<file path="src/rtl/timex_if_pkg.sv">
// Purpose : shared types and constants for the Timex FDD interface paging controller.
// Latency : n/a (types, constants and a pure decode helper only).
// Backpressure: n/a.
package timex_if_pkg;

    // Paging FSM. The pending states hold the old memory map until the
    // current bus cycle has finished.
    typedef enum logic [1:0] {
        ST_OUT      = 2'd0,
        ST_IN_PEND  = 2'd1,
        ST_IN       = 2'd2,
        ST_OUT_PEND = 2'd3
    } page_state_t;

    // Bit positions in the control port register.
    localparam int FORCE_OUT = 7;   // self-clearing: force the map out
    localparam int TRAP_DIS  = 6;   // block the automatic page-in traps
    localparam int FORCE_IN  = 5;   // self-clearing: force the map in

    // Memory regions, given as the top address bits of each region.
    localparam logic [1:0] ZX_ROM_REGION = 2'b00;   // 0x0000-0x3FFF
    localparam logic [2:0] IF_ROM_REGION = 3'b000;  // 0x0000-0x1FFF
    localparam logic [2:0] IF_RAM_REGION = 3'b001;  // 0x2000-0x3FFF
    localparam int         REGION_AW     = 13;      // 8K window per region

    // Z80 control strobes, all active-low.
    typedef struct packed {
        logic iorq_n;
        logic mreq_n;
        logic rd_n;
        logic wr_n;
        logic m1_n;
    } zstrb_t;

    function automatic logic port_match(input logic [7:0] addr,
                                        input logic [7:0] port,
                                        input logic [7:0] mask);
        return (addr & mask) == (port & mask);
    endfunction

endpackage

</file>
<file path="src/rtl/zbus_sync.sv">
// Purpose : 2-FF synchroniser for the Z80 strobes plus a third stage for edge detection; A/D captured aligned with stage 2.
// Latency : levels valid 2 CLK after the pin changes; rise/fall pulses last one CLK.
// Backpressure: none; free-running sampler.
// Ports: clk/rst, bus_strb/bus_a/bus_d raw pins in; sync_lvl, sync_rise, sync_fall, sync_a, sync_d out.
module zbus_sync
    import timex_if_pkg::*;
(
    input  logic        clk,
    input  logic        rst,
    input  zstrb_t      bus_strb,
    input  logic [15:0] bus_a,
    input  logic [7:0]  bus_d,
    output zstrb_t      sync_lvl,
    output zstrb_t      sync_rise,
    output zstrb_t      sync_fall,
    output logic [15:0] sync_a,
    output logic [7:0]  sync_d
);

    zstrb_t      strb_s1, strb_s2, strb_s3;
    logic [15:0] a_s1;
    logic [7:0]  d_s1;

    // A and D go through the same two stages as the strobes so that a
    // decode on stage 2 always sees the address that belonged to it.
    always_ff @(posedge clk or posedge rst) begin
        if (rst) begin
            strb_s1 <= '1;
            strb_s2 <= '1;
            strb_s3 <= '1;
            a_s1    <= '0;
            sync_a  <= '0;
            d_s1    <= '0;
            sync_d  <= '0;
        end else begin
            strb_s1 <= bus_strb;
            strb_s2 <= strb_s1;
            strb_s3 <= strb_s2;
            a_s1    <= bus_a;
            sync_a  <= a_s1;
            d_s1    <= bus_d;
            sync_d  <= d_s1;
        end
    end

    assign sync_lvl  = strb_s2;
    assign sync_rise = zstrb_t'(strb_s2 & ~strb_s3);
    assign sync_fall = zstrb_t'(~strb_s2 & strb_s3);

endmodule

</file>
<file path="src/rtl/timex_paging_ctrl.sv">
// Purpose : Timex FDD interface paging FSM, control port latch, read buffer enable and chip selects.
// Latency : page change 3 CLK after the raw nMREQ rise; port write commits 3 CLK after the raw nWR rise.
// Backpressure: none; follows the Z80 bus, chip selects and nRD_OE are combinational from the pins.
// Ports: CLK/RST; Z80 bus A, D_IN, nIORQ/nMREQ/nRD/nWR/nM1 in;
//        nZX_ROMCS, nROM_CS, nRAM_CS, nRD_OE, CTRL_Q, PAGED out.
module timex_paging_ctrl
    import timex_if_pkg::*;
#(
    parameter int                         NUM_TRAPS    = 2,
    parameter logic [16*NUM_TRAPS-1:0]    TRAP_ADDRS   = {16'h0008, 16'h0000},
    parameter logic [15:0]                PAGEOUT_ADDR = 16'h0604,
    parameter logic [15:0]                PAGEOUT_MASK = 16'hFFFC,
    parameter logic [7:0]                 IO_PORT      = 8'h3F,
    parameter logic [7:0]                 IO_MASK      = 8'hFF,
    parameter int                         ROM_AW       = 12,
    parameter int                         RAM_AW       = 11
) (
    input  logic        CLK,
    input  logic        RST,
    input  logic [15:0] A,
    input  logic [7:0]  D_IN,
    input  logic        nIORQ,
    input  logic        nMREQ,
    input  logic        nRD,
    input  logic        nWR,
    input  logic        nM1,
    output logic        nZX_ROMCS,
    output logic        nROM_CS,
    output logic        nRAM_CS,
    output logic [7:0]  CTRL_Q,
    output logic        nRD_OE,
    output logic        PAGED
);

    // A device wider than its 8K window cannot be mapped; the echoes come
    // from simply not decoding the address bits above ROM_AW/RAM_AW.
    localparam bit ROM_FITS = (ROM_AW <= REGION_AW);
    localparam bit RAM_FITS = (RAM_AW <= REGION_AW);

    zstrb_t      sync_lvl, sync_rise, sync_fall;
    logic [15:0] sync_a;
    logic [7:0]  sync_d;
    logic        unused_sync;

    zbus_sync u_zbus_sync (
        .clk       (CLK),
        .rst       (RST),
        .bus_strb  ('{iorq_n: nIORQ, mreq_n: nMREQ, rd_n: nRD, wr_n: nWR, m1_n: nM1}),
        .bus_a     (A),
        .bus_d     (D_IN),
        .sync_lvl  (sync_lvl),
        .sync_rise (sync_rise),
        .sync_fall (sync_fall),
        .sync_a    (sync_a),
        .sync_d    (sync_d)
    );

    assign unused_sync = ^{sync_fall, sync_rise, sync_lvl};

    // Decodes on the synchronised bus.
    logic trap_hit, pageout_hit, port_wr;

    always_comb begin
        trap_hit = 1'b0;
        for (int i = 0; i < NUM_TRAPS; i++) begin
            if (sync_a == TRAP_ADDRS[16*i +: 16]) trap_hit = 1'b1;
        end
        trap_hit = trap_hit & ~sync_lvl.m1_n & ~sync_lvl.mreq_n;
    end

    assign pageout_hit = ~sync_lvl.mreq_n &
                         ((sync_a & PAGEOUT_MASK) == (PAGEOUT_ADDR & PAGEOUT_MASK));

    // nM1 high keeps interrupt acknowledge off the port.
    assign port_wr = port_match(sync_a[7:0], IO_PORT, IO_MASK) &
                     ~sync_lvl.iorq_n & sync_lvl.m1_n & ~sync_lvl.wr_n;

    page_state_t state;
    logic [7:0]  wr_dat;
    logic        wr_pend;

    always_ff @(posedge CLK or posedge RST) begin
        if (RST) begin
            state   <= ST_OUT;
            PAGED   <= 1'b0;
            CTRL_Q  <= 8'h00;
            wr_dat  <= 8'h00;
            wr_pend <= 1'b0;
        end else begin
            // Keep tracking the data bus for the whole write; the last
            // value seen before nWR rises is the one that commits.
            if (port_wr) begin
                wr_dat  <= sync_d;
                wr_pend <= 1'b1;
            end else if (sync_rise.wr_n) begin
                wr_pend <= 1'b0;
            end

            if (wr_pend && sync_rise.wr_n) begin
                CTRL_Q <= wr_dat;
            end else if (CTRL_Q[FORCE_OUT] || CTRL_Q[FORCE_IN]) begin
                CTRL_Q[FORCE_OUT] <= 1'b0;
                CTRL_Q[FORCE_IN]  <= 1'b0;
            end

            if (CTRL_Q[FORCE_OUT]) begin
                state <= ST_OUT;
                PAGED <= 1'b0;
            end else if (CTRL_Q[FORCE_IN]) begin
                state <= ST_IN;
                PAGED <= 1'b1;
            end else begin
                case (state)
                    ST_OUT: begin
                        // Page-out beats a trap on the same address.
                        if (trap_hit && !pageout_hit && !CTRL_Q[TRAP_DIS])
                            state <= ST_IN_PEND;
                    end
                    ST_IN_PEND: begin
                        if (sync_rise.mreq_n) begin
                            state <= ST_IN;
                            PAGED <= 1'b1;
                        end
                    end
                    ST_IN: begin
                        if (pageout_hit) state <= ST_OUT_PEND;
                    end
                    ST_OUT_PEND: begin
                        if (sync_rise.mreq_n) begin
                            state <= ST_OUT;
                            PAGED <= 1'b0;
                        end
                    end
                    default: begin
                        state <= ST_OUT;
                        PAGED <= 1'b0;
                    end
                endcase
            end
        end
    end

    // Combinational outputs straight from the pins so the ROM/RAM see the
    // select within the same bus cycle.
    assign nRD_OE    = ~(port_match(A[7:0], IO_PORT, IO_MASK) & ~nIORQ & nM1 & ~nRD);
    assign nZX_ROMCS = ~(PAGED & (A[15:14] == ZX_ROM_REGION));
    assign nROM_CS   = ~(PAGED & ROM_FITS & (A[15:13] == IF_ROM_REGION) & ~nMREQ);
    assign nRAM_CS   = ~(PAGED & RAM_FITS & (A[15:13] == IF_RAM_REGION) & ~nMREQ);

endmodule

</file>
<file path="config.mk">
export PLATFORM = sky130hd
export DESIGN_NAME = timex_paging_ctrl
export DESIGN_NICKNAME = d
export VERILOG_FILES = /design/src/rtl/timex_if_pkg.sv /design/src/rtl/zbus_sync.sv /design/src/rtl/timex_paging_ctrl.sv
export SDC_FILE = /design/constraint.sdc
export NUM_CORES = 1
export LEC_CHECK = 0
export ABC_AREA = 0
export ABC_CLOCK_PERIOD_IN_PS = 1800
export CORE_UTILIZATION = 47
export DETAILED_ROUTE_END_ITERATION = 8
export GPL_ROUTABILITY_DRIVEN = 1
export GPL_TIMING_DRIVEN = 0
export PLACE_DENSITY = 0.78
export SYNTH_ARGS = -nofsm -noshare
export SYNTH_HDL_FRONTEND = slang
export SYNTH_HIERARCHICAL = 1
export SYNTH_SLANG_ARGS = --single-unit
</file>
<file path="constraint.sdc">
create_clock -name CLK -period 1.8 [get_ports CLK]
set_input_delay 0.18 -clock CLK [delete_from_list [all_inputs] [get_ports CLK]]
set_output_delay 0.18 -clock CLK [all_outputs]
set_load 0.02 [all_outputs]
</file>
; ---- Word level (Yosys, flattened, before mapping)
; Index checks and enable logic that the tools add are counted.
[op_classes]
eq_ne = 12
n_mux = 19
n_bitwise = 27
n_reduce_logical = 15
[op_table]
columns = cell, n
row1 = == test 16 x 4 -> 1 bit (second input constant), 1
row2 = == test 8 x 6 -> 1 bit (second input constant), 2
row3 = logical NOT 16 bit, 1
row4 = != test 4 bit (second input constant), 4
row5 = AND 1 bit, 14
row6 = == test 14 x 9 -> 1 bit (second input constant), 1
row7 = 2-to-1 mux 2 bit, 6
row8 = 2-to-1 mux 1 bit, 11
row9 = inverter 1 bit, 11
row10 = case mux 2 bit (4 select lines), 1
row11 = AND 4 bit, 1
row12 = == test 2 bit (second input constant), 2
row13 = logical NOT 2 bit, 2
row14 = inverter 4 bit, 1
row15 = AND reduction 4 bit, 1
row16 = nonzero test 2 bit, 2
row17 = nonzero test 4 bit, 1
row18 = == test 3 x 1 -> 1 bit (second input constant), 1
row19 = logical AND 1 bit, 3
row20 = logical NOT 3 bit, 1
row21 = AND reduction 3 bit, 1
row22 = == test 2 x 1 -> 1 bit (second input constant), 1
row23 = logical NOT 1 bit, 2
row24 = case mux 1 bit (2 select lines), 1
row25 = logical OR 1 bit, 1
[totals]
regBits = 82
input_bits = 31
output_inout_bits = 13
elab_cells = 97

; ---- Longest topological paths before layout
; Gate-level depths: netlist of run 1.
[depth]
ltp_word = 11
mapped_depth = 6
ltp_nobuf = 6

; ---- Hierarchy
; Netlist of run 1, hierarchy kept.
[modules_own_cells]
columns = mod, instances, cells_per_inst, area_per_inst_um2, seq_area_each_um2
row1 = zbus_sync, 1, 74, 1686.6, 1595.3
row2 = timex_paging_ctrl, 1, 83, 973.4, 500.5

; ---- Worst setup path after synthesis of run 1
; Ideal clock, no wire load.
[synth_timing]
path_type = register to register
from = register u_zbus_sync.sync_a[7]
to = register wr_dat[0]
setup_ns = 0.125
arrival_time_ns = 1.624
required_ns = 1.675
path_slack_ns = 0.051
stages_incl_launch_ff = 4
n_path_buf = 0
synth_period_minus_slack_ns = 1.749
path_cell_list = dfrtp_1 -> or4b_1 -> nor3_4 -> mux2_2
[synth_via]
elab_chain_len = 4
[synth_rtl]
columns = item, line_no
row1 = start: declaration, zbus_sync.sv:16  ; output logic [15:0] sync_a,
row2 = start signal: assignment, zbus_sync.sv:40  ; sync_a <= a_s1;
row3 = == test 8 x 6 -> 1 bit, timex_if_pkg.sv:38  ; return (addr & mask) == (port & mask);
row4 = AND 1 bit, timex_paging_ctrl.sv:75  ; assign port_wr = port_match(sync_a[7:0], IO_PORT, IO_MASK) &
row5 = AND 1 bit (2 in series), timex_paging_ctrl.sv:76  ; ~sync_lvl.iorq_n & sync_lvl.m1_n & ~sync_lvl.wr_n;
row6 = end signal: assignment, timex_paging_ctrl.sv:93  ; wr_dat <= sync_d;
row7 = end: declaration, timex_paging_ctrl.sv:79  ; logic [7:0] wr_dat;
; Every way passes these cells.
; A chain may end at the register's enable or synchronous reset.

; ---- Final worst setup path of run 1
[layout_timing]
from = register u_zbus_sync.sync_a[7]
to = register wr_dat[1]
; The elaborated chain is that of the path after synthesis.

==> results of run 1 <==
-- registers in the layout (all words and copies together) (netlist names), 4 cells and up --
name,cells
CTRL_Q,8
u_zbus_sync/a_s1,16
u_zbus_sync/d_s1,8
u_zbus_sync/strb_s1,4
u_zbus_sync/sync_a,16
u_zbus_sync/sync_d,8
u_zbus_sync/sync_lvl,4
wr_dat,8
-- repair_timing --
action	CTS	global route
setup buffers	2	0
hold buffers	0	0
endpoints found under the setup margin	11	3
resized for setup	6	6
pin swaps	1	4
-- worst max-delay path, cell delays in order, from the launching register on --
cell and delay [ns]:
dfrtp_1 0.40, or4b_1 0.58, nor3_4 0.20, buf_12 0.16, mux2_2 0.33
-- metal layers --
metal / vias to the layer above / global-route usage, % / share of wire (%)
li1: 609 / - / -
met1: 664 / 21.6 / 41
met2: 25 / 27.9 / 54
met3: 6 / 3.66 / 3.0
met4: 0 / 10.7 / 2.0
met5: - / 0 / 0
-- layout make-up --
cell class              instances  area [um^2]  share of cell area, %
inverters                       5         18.8                  0.584
multi-input cells              61          508                   15.8
clock inverters                 1         5.00                  0.156
flip-flops and latches         78         1960                   61.1
well taps                      67         83.8                   2.61
clock buffers                  15          156                   4.87
repair buffers                 46          478                   14.9
-- how the worst min path moves through the flow --
stage,slack (ns),cells past startpoint,from,endpoint
finish,0.17,2,RST,u_zbus_sync/a_s1[12]
global route,0.22,2,RST,u_zbus_sync/a_s1[15]
CTS,0.17,2,RST,u_zbus_sync/a_s1[15]
detailed placement,0.33,0,u_zbus_sync/d_s1[0],u_zbus_sync/sync_d[0]
global placement,0.33,0,u_zbus_sync/d_s1[4],u_zbus_sync/sync_d[4]
floorplan,0.14,1,RST,CTRL_Q[0]
-- power groups by stage --
stage	logic, mW	registers (mW)	clock network (mW)
after floorplan	0.234	1.95	0
after detailed placement	0.439	1.97	0
after global routing	0.539	1.94	1.17
final	0.481	1.93	1.06
after CTS	0.476	1.93	1.09
after global placement	0.373	1.96	0
-- stage by stage --
| stage | std cells | utilization, % | setup slack [ns] |
|---|---|---|---|
| after floorplan | 144 | - | 0.0509 |
| final | 273 | 65.9 | 0.0261 |
| after global routing | 273 | 65.9 | 0.000422 |
| after global placement | 254 | 60.9 | -0.597 |
| after CTS | 273 | 65.3 | 0.0179 |
| after detailed placement | 255 | 61.3 | -0.154 |
==> metrics.md, run 1 <==
| Metric | Value |
|---|---|
| Status | `completed` |
| Highest-count cells in the layout ignoring fill and taps | `dfrtp_1 (68), clkdlybuf4s50_1 (40), mux2_2 (14), clkbuf_8 (10), dfstp_2 (10)` |
| Buffers on Ports | `43` |
| Arr. time, crit path | `1.99 ns` |
| Syn-to-layout area delta | `30.7%` |
| Combinational share of power | `13.8%` |
| Synthesis warning total | `6` |
| CTS tree | `done` |
| Global-route wire length before repair | `6680 um` |
| Synth Cell Area | `2460 um^2` |
| Setup tns final | `0 ns` |
| Worst-path fanout max | `8` |
| Crit path required time | `2.01 ns` |
| Leakage power | `1.44 nW` |
| Largest net degree at the start of global routing | `44` |
| Die area | `5520 um^2` |
| Worst slew pin tran | `0.724 ns` |
| GRT Residual Overflow | `0` |
| Initial DRT Pass Iterations | `4` |
| Net switching power | `0.845 mW` |
| Fillers | `341` |
| Final Hold Slack | `0.171 ns` |
| Initial antenna violation count | `0` |
| Worst R2R Start | `u_zbus_sync/sync_a[7]` |
| Reg power frac | `55.6%` |
| Synth Instances | `144` |
| Maximum vdd ir drop | `764 uV` |
| Drt wl/cell | `14.5 um` |
| I/O Pins | `44` |
| All-Layer GR Usage | `17.3%` |
| Pwr Total | `3.48 mW` |
| Die Wd | `74.3 um` |
| Vias per cell | `4.78` |
| Most common library cell in the layout ignoring fill and taps | `dfrtp_1` |
| R2r endpoint | `wr_dat[1]` |
| Final ANT Viol Nets | `0` |
| Worst skew pair latency | `0.33 ns` |
| Setup Viol. Count Final | `0` |
| Starting DRT DRC Count | `55` |
| Crit path launch | `u_zbus_sync/sync_a[7]` |
| Nets@finish | `237` |
| DR DRC count | `0` |
| Power Density | `1080 nW/um^2` |
| Max cap viols | `0` |
| DP HPWL | `2820 um` |
| Inserted Clock Buffers | `9` |
| Minimum clock period | `1.77 ns` |
| Clk root buf | `clkbuf_8` |
| CP Capture Point | `wr_dat[1]` |
| Critical Path Source Type | `register` |
| Switching share of total power | `24.3%` |
| Slew Viols, Final | `0` |
| Total number of vias | `1304` |
| Clock power share | `30.5%` |
| Max-slew headroom | `51.7%` |
| Worst-path clk slew | `0.07 ns` |
| Syn_area_per_cell | `17.1 um^2` |
| Initial core utilization | `50.4%` |
| Row count | `25` |
| H-tree depth | `3` |
| Post-route cell area | `3210 um^2` |
| Layout cells sized above 1 | `23.8%` |
| Setup CP Type | `reg2reg` |
| Ant diodes | `0` |
| Final Hold Vio Count | `0` |
| Vias in the first global route | `1383` |
| Synthesized Nets | `180` |
| Final Cycle Share | `98.5%` |
| Worst setup EP type | `register` |
| Routed Wire Length | `3950 um` |
| Clk buf depth | `2` |
| Reg-to-reg slack, setup | `0.03 ns` |
| HP Class | `in2async` |
| Worst Skew | `0.00694 ns` |
| Highest clock rate | `564 MHz` |
| Die height | `74.3 um` |
| CTS sink count | `78` |
| Placed inst area | `2990 um^2` |
| Cell depth of the worst flop-to-flop path | `4` |
| RSZ-0062 raised after global routing | `yes` |
| Gpl congestion | `0.695` |
| Placeable Area | `4880 um^2` |
| Internal | `2.63 mW` |
No activity file was read; power rests on OpenSTA's default activity.
==> run 2: changes to the inputs <==
Settings changed: CELL_PAD_IN_SITES_DETAIL_PLACEMENT set to 1, CELL_PAD_IN_SITES_GLOBAL_PLACEMENT set to 2, CORE_ASPECT_RATIO set to 0.8, CORE_UTILIZATION 47 to 35, CTS_BUF_LIST set to sky130_fd_sc_hd__clkbuf_4 sky130_fd_sc_hd__clkbuf_8, PLACE_DENSITY 0.78 to 0.79.
==> metrics.md, run 2 (same netlist as run 1, synthesis figures left out) <==
| Metric | Value |
|---|---|
| Status | `completed` |
| Die area | `7370 um^2 (+33%)` |
| Non-Filler Instances | `290 (+6.2%)` |
| Hold buffer count at cts | `0 (unchanged)` |
| Crit path launch | `u_zbus_sync/sync_a[7]` |
| Vias per cell | `4.53 (-5.2%)` |
| Leakage power | `1.47 nW (+2.0%)` |
| Crit path required time | `2.03 ns (+0.02 ns)` |
| Maximum vdd ir drop | `533 uV (-30%)` |
| DR DRC count | `0 (unchanged)` |
| Highest-count cells in the layout ignoring fill and taps | `dfrtp_1 (68), clkdlybuf4s50_1 (40), mux2_2 (14), clkbuf_8 (10), dfstp_2 (10)` |
| Routed Wire Length | `4610 um (+17%)` |
| Clk buf depth | `2 (unchanged)` |
| Minimum clock period | `1.72 ns (-0.0530 ns)` |
| Critical Path Source Type | `register` |
| Max cap viols | `0 (unchanged)` |
| Total number of vias | `1313 (+0.69%)` |
| Reg-to-reg slack, setup | `0.08 ns (+0.05 ns)` |
| Clk root buf | `clkbuf_8` |
| Slack of the critical path | `0.0791 ns (+0.0530 ns)` |
| Row count | `26 (+4.0%)` |
| Ant diodes | `0 (unchanged)` |
| H-tree depth | `3 (unchanged)` |
| Syn-to-layout area delta | `33.4%` |
| Arr. time, crit path | `1.95 ns (-0.04 ns)` |
| RSZ-0062 raised after global routing | `yes` |
| Worst setup EP type | `register` |
| HP Class | `in2reg` |
| Worst R2R Start | `u_zbus_sync/sync_a[7]` |
| Gpl congestion | `0.672 (-3.3%)` |
| Setup CP Type | `reg2reg` |
| Final Hold Vio Count | `0 (unchanged)` |
| Die Wd | `95.7 um (+29%)` |
| Largest net degree at the start of global routing | `32 (-27%)` |
| Setup tns final | `0 ns (unchanged)` |
| CTS tree | `done` |
| Buffers on Ports | `43 (unchanged)` |
| Layout Utilization | `49.9% (-16 points)` |
| Initial DRT Pass Iterations | `2 (-2)` |
| Top flop regs | `u_zbus_sync/a_s1: 16 flops, u_zbus_sync/sync_a: 16 flops` |
| Max-slew headroom | `49.0% (-2.7 points)` |
| Placeable Area | `6570 um^2 (+35%)` |
| Layout cells sized above 1 | `25.7% (+1.9 points)` |
| Power Density | `1170 nW/um^2 (+7.9%)` |
| Nets@finish | `237 (unchanged)` |
| CTS sink count | `78 (unchanged)` |
| All-Layer GR Usage | `14.3% (-3.0 points)` |
| Final Cycle Share | `95.6% (-2.9 points)` |
| Most common library cell in the layout ignoring fill and taps | `dfrtp_1` |
| Die height | `77.0 um (+3.6%)` |
| Worst slew pin tran | `0.764 ns (+0.0402 ns)` |
| Pre-CTS WS | `-0.140 ns (+0.0134 ns)` |
| Worst-path fanout max | `5 (-3)` |
| Worst-path clk slew | `0.07 ns (about the same)` |
| GRT Residual Overflow | `0 (unchanged)` |
| Initial core utilization | `37.4% (-13 points)` |
| Setup Viol. Count Final | `0 (unchanged)` |
| Final ANT Viol Nets | `0 (unchanged)` |
| Worst skew pair latency | `0.34 ns (about the same)` |
| Vias in the first global route | `1494 (+8.0%)` |
| Dpl cells | `272 (+6.7%)` |
| Slew Viols, Final | `0 (unchanged)` |
| Initial antenna violation count | `0 (unchanged)` |
| CP Capture Point | `wr_dat[2]` |
| Global-route wire length before repair | `7460 um (+12%)` |
| I/O Pins | `44 (unchanged)` |
| Cell depth of the worst flop-to-flop path | `4 (unchanged)` |
| Highest clock rate | `581 MHz (+3.1%)` |
| Inserted Clock Buffers | `9 (unchanged)` |
| R2r endpoint | `wr_dat[2]` |
| Drt wl/cell | `15.9 um (+9.8%)` |
| Worst Skew | `0.00730 ns (+0.000362 ns)` |
| Starting DRT DRC Count | `34 (-38%)` |
| DP HPWL | `3360 um (+19%)` |
run 2: power by group:
part | internal (mW) | total (mW) | switching (mW)
combinational | 0.214 | 0.441 | 0.227
clock | 0.837 | 1.45 | 0.614
sequential | 1.87 | 1.94 | 0.0696
total | 2.92 | 3.83 | 0.911
run 2: metrics by stage:
stage,total power [mW],instance area (um^2),hold WS [ns]
detailed placement,2.39,3010,0.337
global route,4.00,3280,0.220
finish,3.83,3280,0.241
floorplan,2.19,2460,0.144
CTS,3.87,3260,0.222
global placement,2.34,2990,0.334
run 2: area by class of cell:
type / instances / area [um^2]
Sequential cell: 78 / 1960
Timing Repair Buffer: 46 / 465
Inverter: 5 / 18.8
Clock inverter: 5 / 81.3
Clock buffer: 11 / 145
Tap cell: 84 / 105
Fill cell: 643 / 3290
Multi-Input combinational cell: 61 / 500
run 2: what timing repair did:
item | CTS | global route
setup endpoints to repair | 11 | 3
buffers inserted | 2 | 0
resized for setup | 5 | 6
pin swaps | 1 | 2
hold endpoints to repair | 0 | 0
run 2: per-layer routing:
layer	global-route usage, %	vias to the layer above	routed length, um
met5	0	-	0
met4	4.93	0	72
met3	6.25	7	180
met2	22.6	28	2320
met1	17.3	671	2030
li1	-	607	-
run 2: worst max-delay path, stage by stage (launching register included):
cell and delay (ns):
dfrtp_1 0.40, or4b_4 0.55, nor3_4 0.15, buf_4 0.18, mux2_2 0.33
run 2: worst min-delay path by stage:
stage                                         to  slack [ns]           startpoint  depth (start not counted)
after floorplan                        CTRL_Q[0]        0.14                  RST                          1
after global placement     u_zbus_sync/sync_d[4]        0.33  u_zbus_sync/d_s1[4]                          0
after detailed placement   u_zbus_sync/sync_d[1]        0.34  u_zbus_sync/d_s1[1]                          0
after CTS                 u_zbus_sync/strb_s1[1]        0.22                  nWR                          1
after global routing      u_zbus_sync/strb_s1[1]        0.22                  nWR                          1
final                     u_zbus_sync/strb_s1[1]        0.24                  nWR                          1
==> run 3: changes to the inputs <==
Settings changed: ABC_CLOCK_PERIOD_IN_PS 1800 to 2100, CORE_UTILIZATION 35 to 42, PLACE_DENSITY 0.79 to 0.89.
Clock period 1.8 ns to 2.1 ns, I/O delays scaled along.
==> metrics.md, run 3 (same netlist as run 1, synthesis figures left out) <==
| Metric | Value |
|---|---|
| Status | `completed` |
| Routed Wire Length | `4790 um (+3.9%)` |
| Power Density | `946 nW/um^2 (-19%)` |
| Largest net degree at the start of global routing | `39 (+22%)` |
| GRT Residual Overflow | `0 (unchanged)` |
| Fillers | `536 (-17%)` |
| Resized cells post-CTS | `0 (-5)` |
| Leakage power | `1.43 nW (-2.7%)` |
| Die height | `70.4 um (-8.5%)` |
| CTS sink count | `78 (unchanged)` |
| Critical path's largest stage delay | `0.56 ns (about the same)` |
| DR DRC count | `0 (unchanged)` |
| R2r endpoint | `wr_dat[0]` |
| HP Class | `in2async` |
| Drt wl/cell | `17.0 um (+6.9%)` |
| Critical-path top delay cell | `clkdlybuf4s50_1` |
| Crit path top cell by count | `clkdlybuf4s50_1` |
| Setup CP Type | `in2out` |
| Ant diodes | `0 (unchanged)` |
| Worst R2R Start | `u_zbus_sync/sync_a[7]` |
| Inserted Clock Buffers | `9 (unchanged)` |
| Vias per cell | `4.73 (+4.4%)` |
| Most common library cell in the layout ignoring fill and taps | `dfrtp_1` |
| CP cell instances | `clkdlybuf4s50_1 > nor2_1 > nand2_1 > or3_1 > clkdlybuf4s50_1` |
| Initial DRT Pass Iterations | `2 (unchanged)` |
| Final Hold Vio Count | `0 (unchanged)` |
| Die area | `6170 um^2 (-16%)` |
| Pre-CTS WS | `0.113 ns (+0.253 ns)` |
| Final Cycle Share | `94.9%` |
| Initial core utilization | `44.3% (+6.8 points)` |
| Setup tns final | `0 ns (unchanged)` |
| Setup Viol. Count Final | `0 (unchanged)` |
| Highest-count cells in the layout ignoring fill and taps | `dfrtp_1 (68), clkdlybuf4s50_1 (43), mux2_2 (14), clkbuf_8 (10), dfstp_2 (10)` |
| Total number of vias | `1333 (+1.5%)` |
| Max-slew headroom | `48.7% (-0.33 points)` |
| Reg-to-reg slack, setup | `0.17 ns (+0.09 ns)` |
| Worst-path fanout max | `3 (-2)` |
| Worst-path clk slew | `0.08 ns (about the same)` |
| Slew Viols, Final | `0 (unchanged)` |
| Global-route wire length before repair | `8010 um (+7.4%)` |
| I/O Pins | `44 (unchanged)` |
| Final Hold Slack | `0.211 ns (-0.0299 ns)` |
| Syn-to-layout area delta | `29.7%` |
| Crit path required time | `1.89 ns (-0.14 ns)` |
| Number of buffer and inverter stages on the critical path | `2 (+1)` |
| Post-route cell area | `3190 um^2 (-2.8%)` |
| Worst Skew | `0.00999 ns (+0.00269 ns)` |
| Gpl congestion | `0.717 (+6.8%)` |
| DP HPWL | `3680 um (+9.6%)` |
| Minimum clock period | `1.99 ns` |
| Nets@finish | `235 (-0.84%)` |
| Final ANT Viol Nets | `0 (unchanged)` |
| Layout cells sized above 1 | `22.5% (-3.2 points)` |
| Critical Path Source Type | `input port` |
| Dpl cells | `266 (-2.2%)` |
| Setup Fix Bufs, Post-CTS | `0 (-2)` |
| Maximum vdd ir drop | `495 uV (-7.0%)` |
| Placeable Area | `5560 um^2 (-15%)` |
| Max cap viols | `0 (unchanged)` |
| All-Layer GR Usage | `18.8% (+4.5 points)` |
| Cell depth of the worst flop-to-flop path | `3 (-1)` |
| Die Wd | `87.5 um (-8.5%)` |
| Top flop regs | `u_zbus_sync/a_s1: 16 flops, u_zbus_sync/sync_a: 16 flops` |
| H-tree depth | `3 (unchanged)` |
| Initial antenna violation count | `0 (unchanged)` |
| Buffers on Ports | `43 (unchanged)` |
| Slack of the critical path | `0.108 ns (+0.0286 ns)` |
| Worst slew pin tran | `0.769 ns (+0.00500 ns)` |
| Clk buf depth | `2 (unchanged)` |
| Starting DRT DRC Count | `54 (+59%)` |
| Worst skew pair latency | `0.35 ns (about the same)` |
| Arr. time, crit path | `1.78 ns (-0.17 ns)` |
| Hold buffer count at cts | `0 (unchanged)` |
| Worst setup EP type | `output port` |
| Vias in the first global route | `1595 (+6.8%)` |
| Clk root buf | `clkbuf_8` |
| CTS tree | `done` |
| Highest clock rate | `502 MHz` |
| Placed inst area | `3010 um^2 (-0.25%)` |
| CP top delay family | `buffers and inverters` |
| Row count | `24 (-7.7%)` |
| RSZ-0062 raised after global routing | `no` |
| Non-Filler Instances | `282 (-2.8%)` |
==> run 3: cell count changes in the layout (fill, tap and decap cells not counted), sizes merged, moves of 2 or more <==
cell,previous run,this run
clkdlybuf4s50,40,43
buf,3,1
bufinv,2,0
clkinvlp,1,3
dlygate4sd2,2,0
==> run 3: power by group <==
part | total, mW | leakage [nW] | internal (mW) | switching [mW]
clock | 0.992 | 0.0849 | 0.464 | 0.528
sequential | 1.66 | 0.936 | 1.60 | 0.0624
combinational | 0.364 | 0.407 | 0.172 | 0.192
total | 3.02 | 1.43 | 2.24 | 0.783
==> run 3: worst max path at each step <==
stage	start	endpoint	depth (start not counted)	slack (ns)
CTS	A[15]	nROM_CS	5	0.11
finish	A[15]	nROM_CS	5	0.11
global placement	RST	u_zbus_sync/a_s1[4]	2	-0.35
detailed placement	A[15]	nROM_CS	5	0.11
global route	u_zbus_sync/sync_a[4]	state[0]	5	0.05
floorplan	u_zbus_sync/sync_a[7]	wr_dat[0]	3	0.35
==> run 3: per-stage QoR <==
stage,util (%),total power [mW]
after floorplan,-,1.88
after global placement,53.8,2.00
after detailed placement,54.1,2.06
after CTS,57.4,3.07
after global routing,57.4,3.17
final,57.4,3.02
==> run 3: final cells by class <==
class                      instances  area (um^2)  area share [%]
inverter                           5         18.8           0.588
tap                               78         97.6            3.06
clock inverter                     6         45.0            1.41
clock buffer                      10          138            4.32
multi-input combinational         61          475            14.9
sequential                        78         1960            61.6
timing repair buffer              44          450            14.1
==> run 3: worst register-to-register path: stages (launching register included) <==
cell     delay (ns)
dfrtp_1        0.38
or4b_1         0.57
nor3_4         0.45
mux2_2         0.41
==> run 3: metal layers <==
layer  up-vias  wire length, um  global-route usage, %
met1       689             1830                   20.3
met3         9              204                   7.80
met5         -                0                      0
met2        32             2680                   32.3
li1        603                -                      -
met4         0               75                   7.83
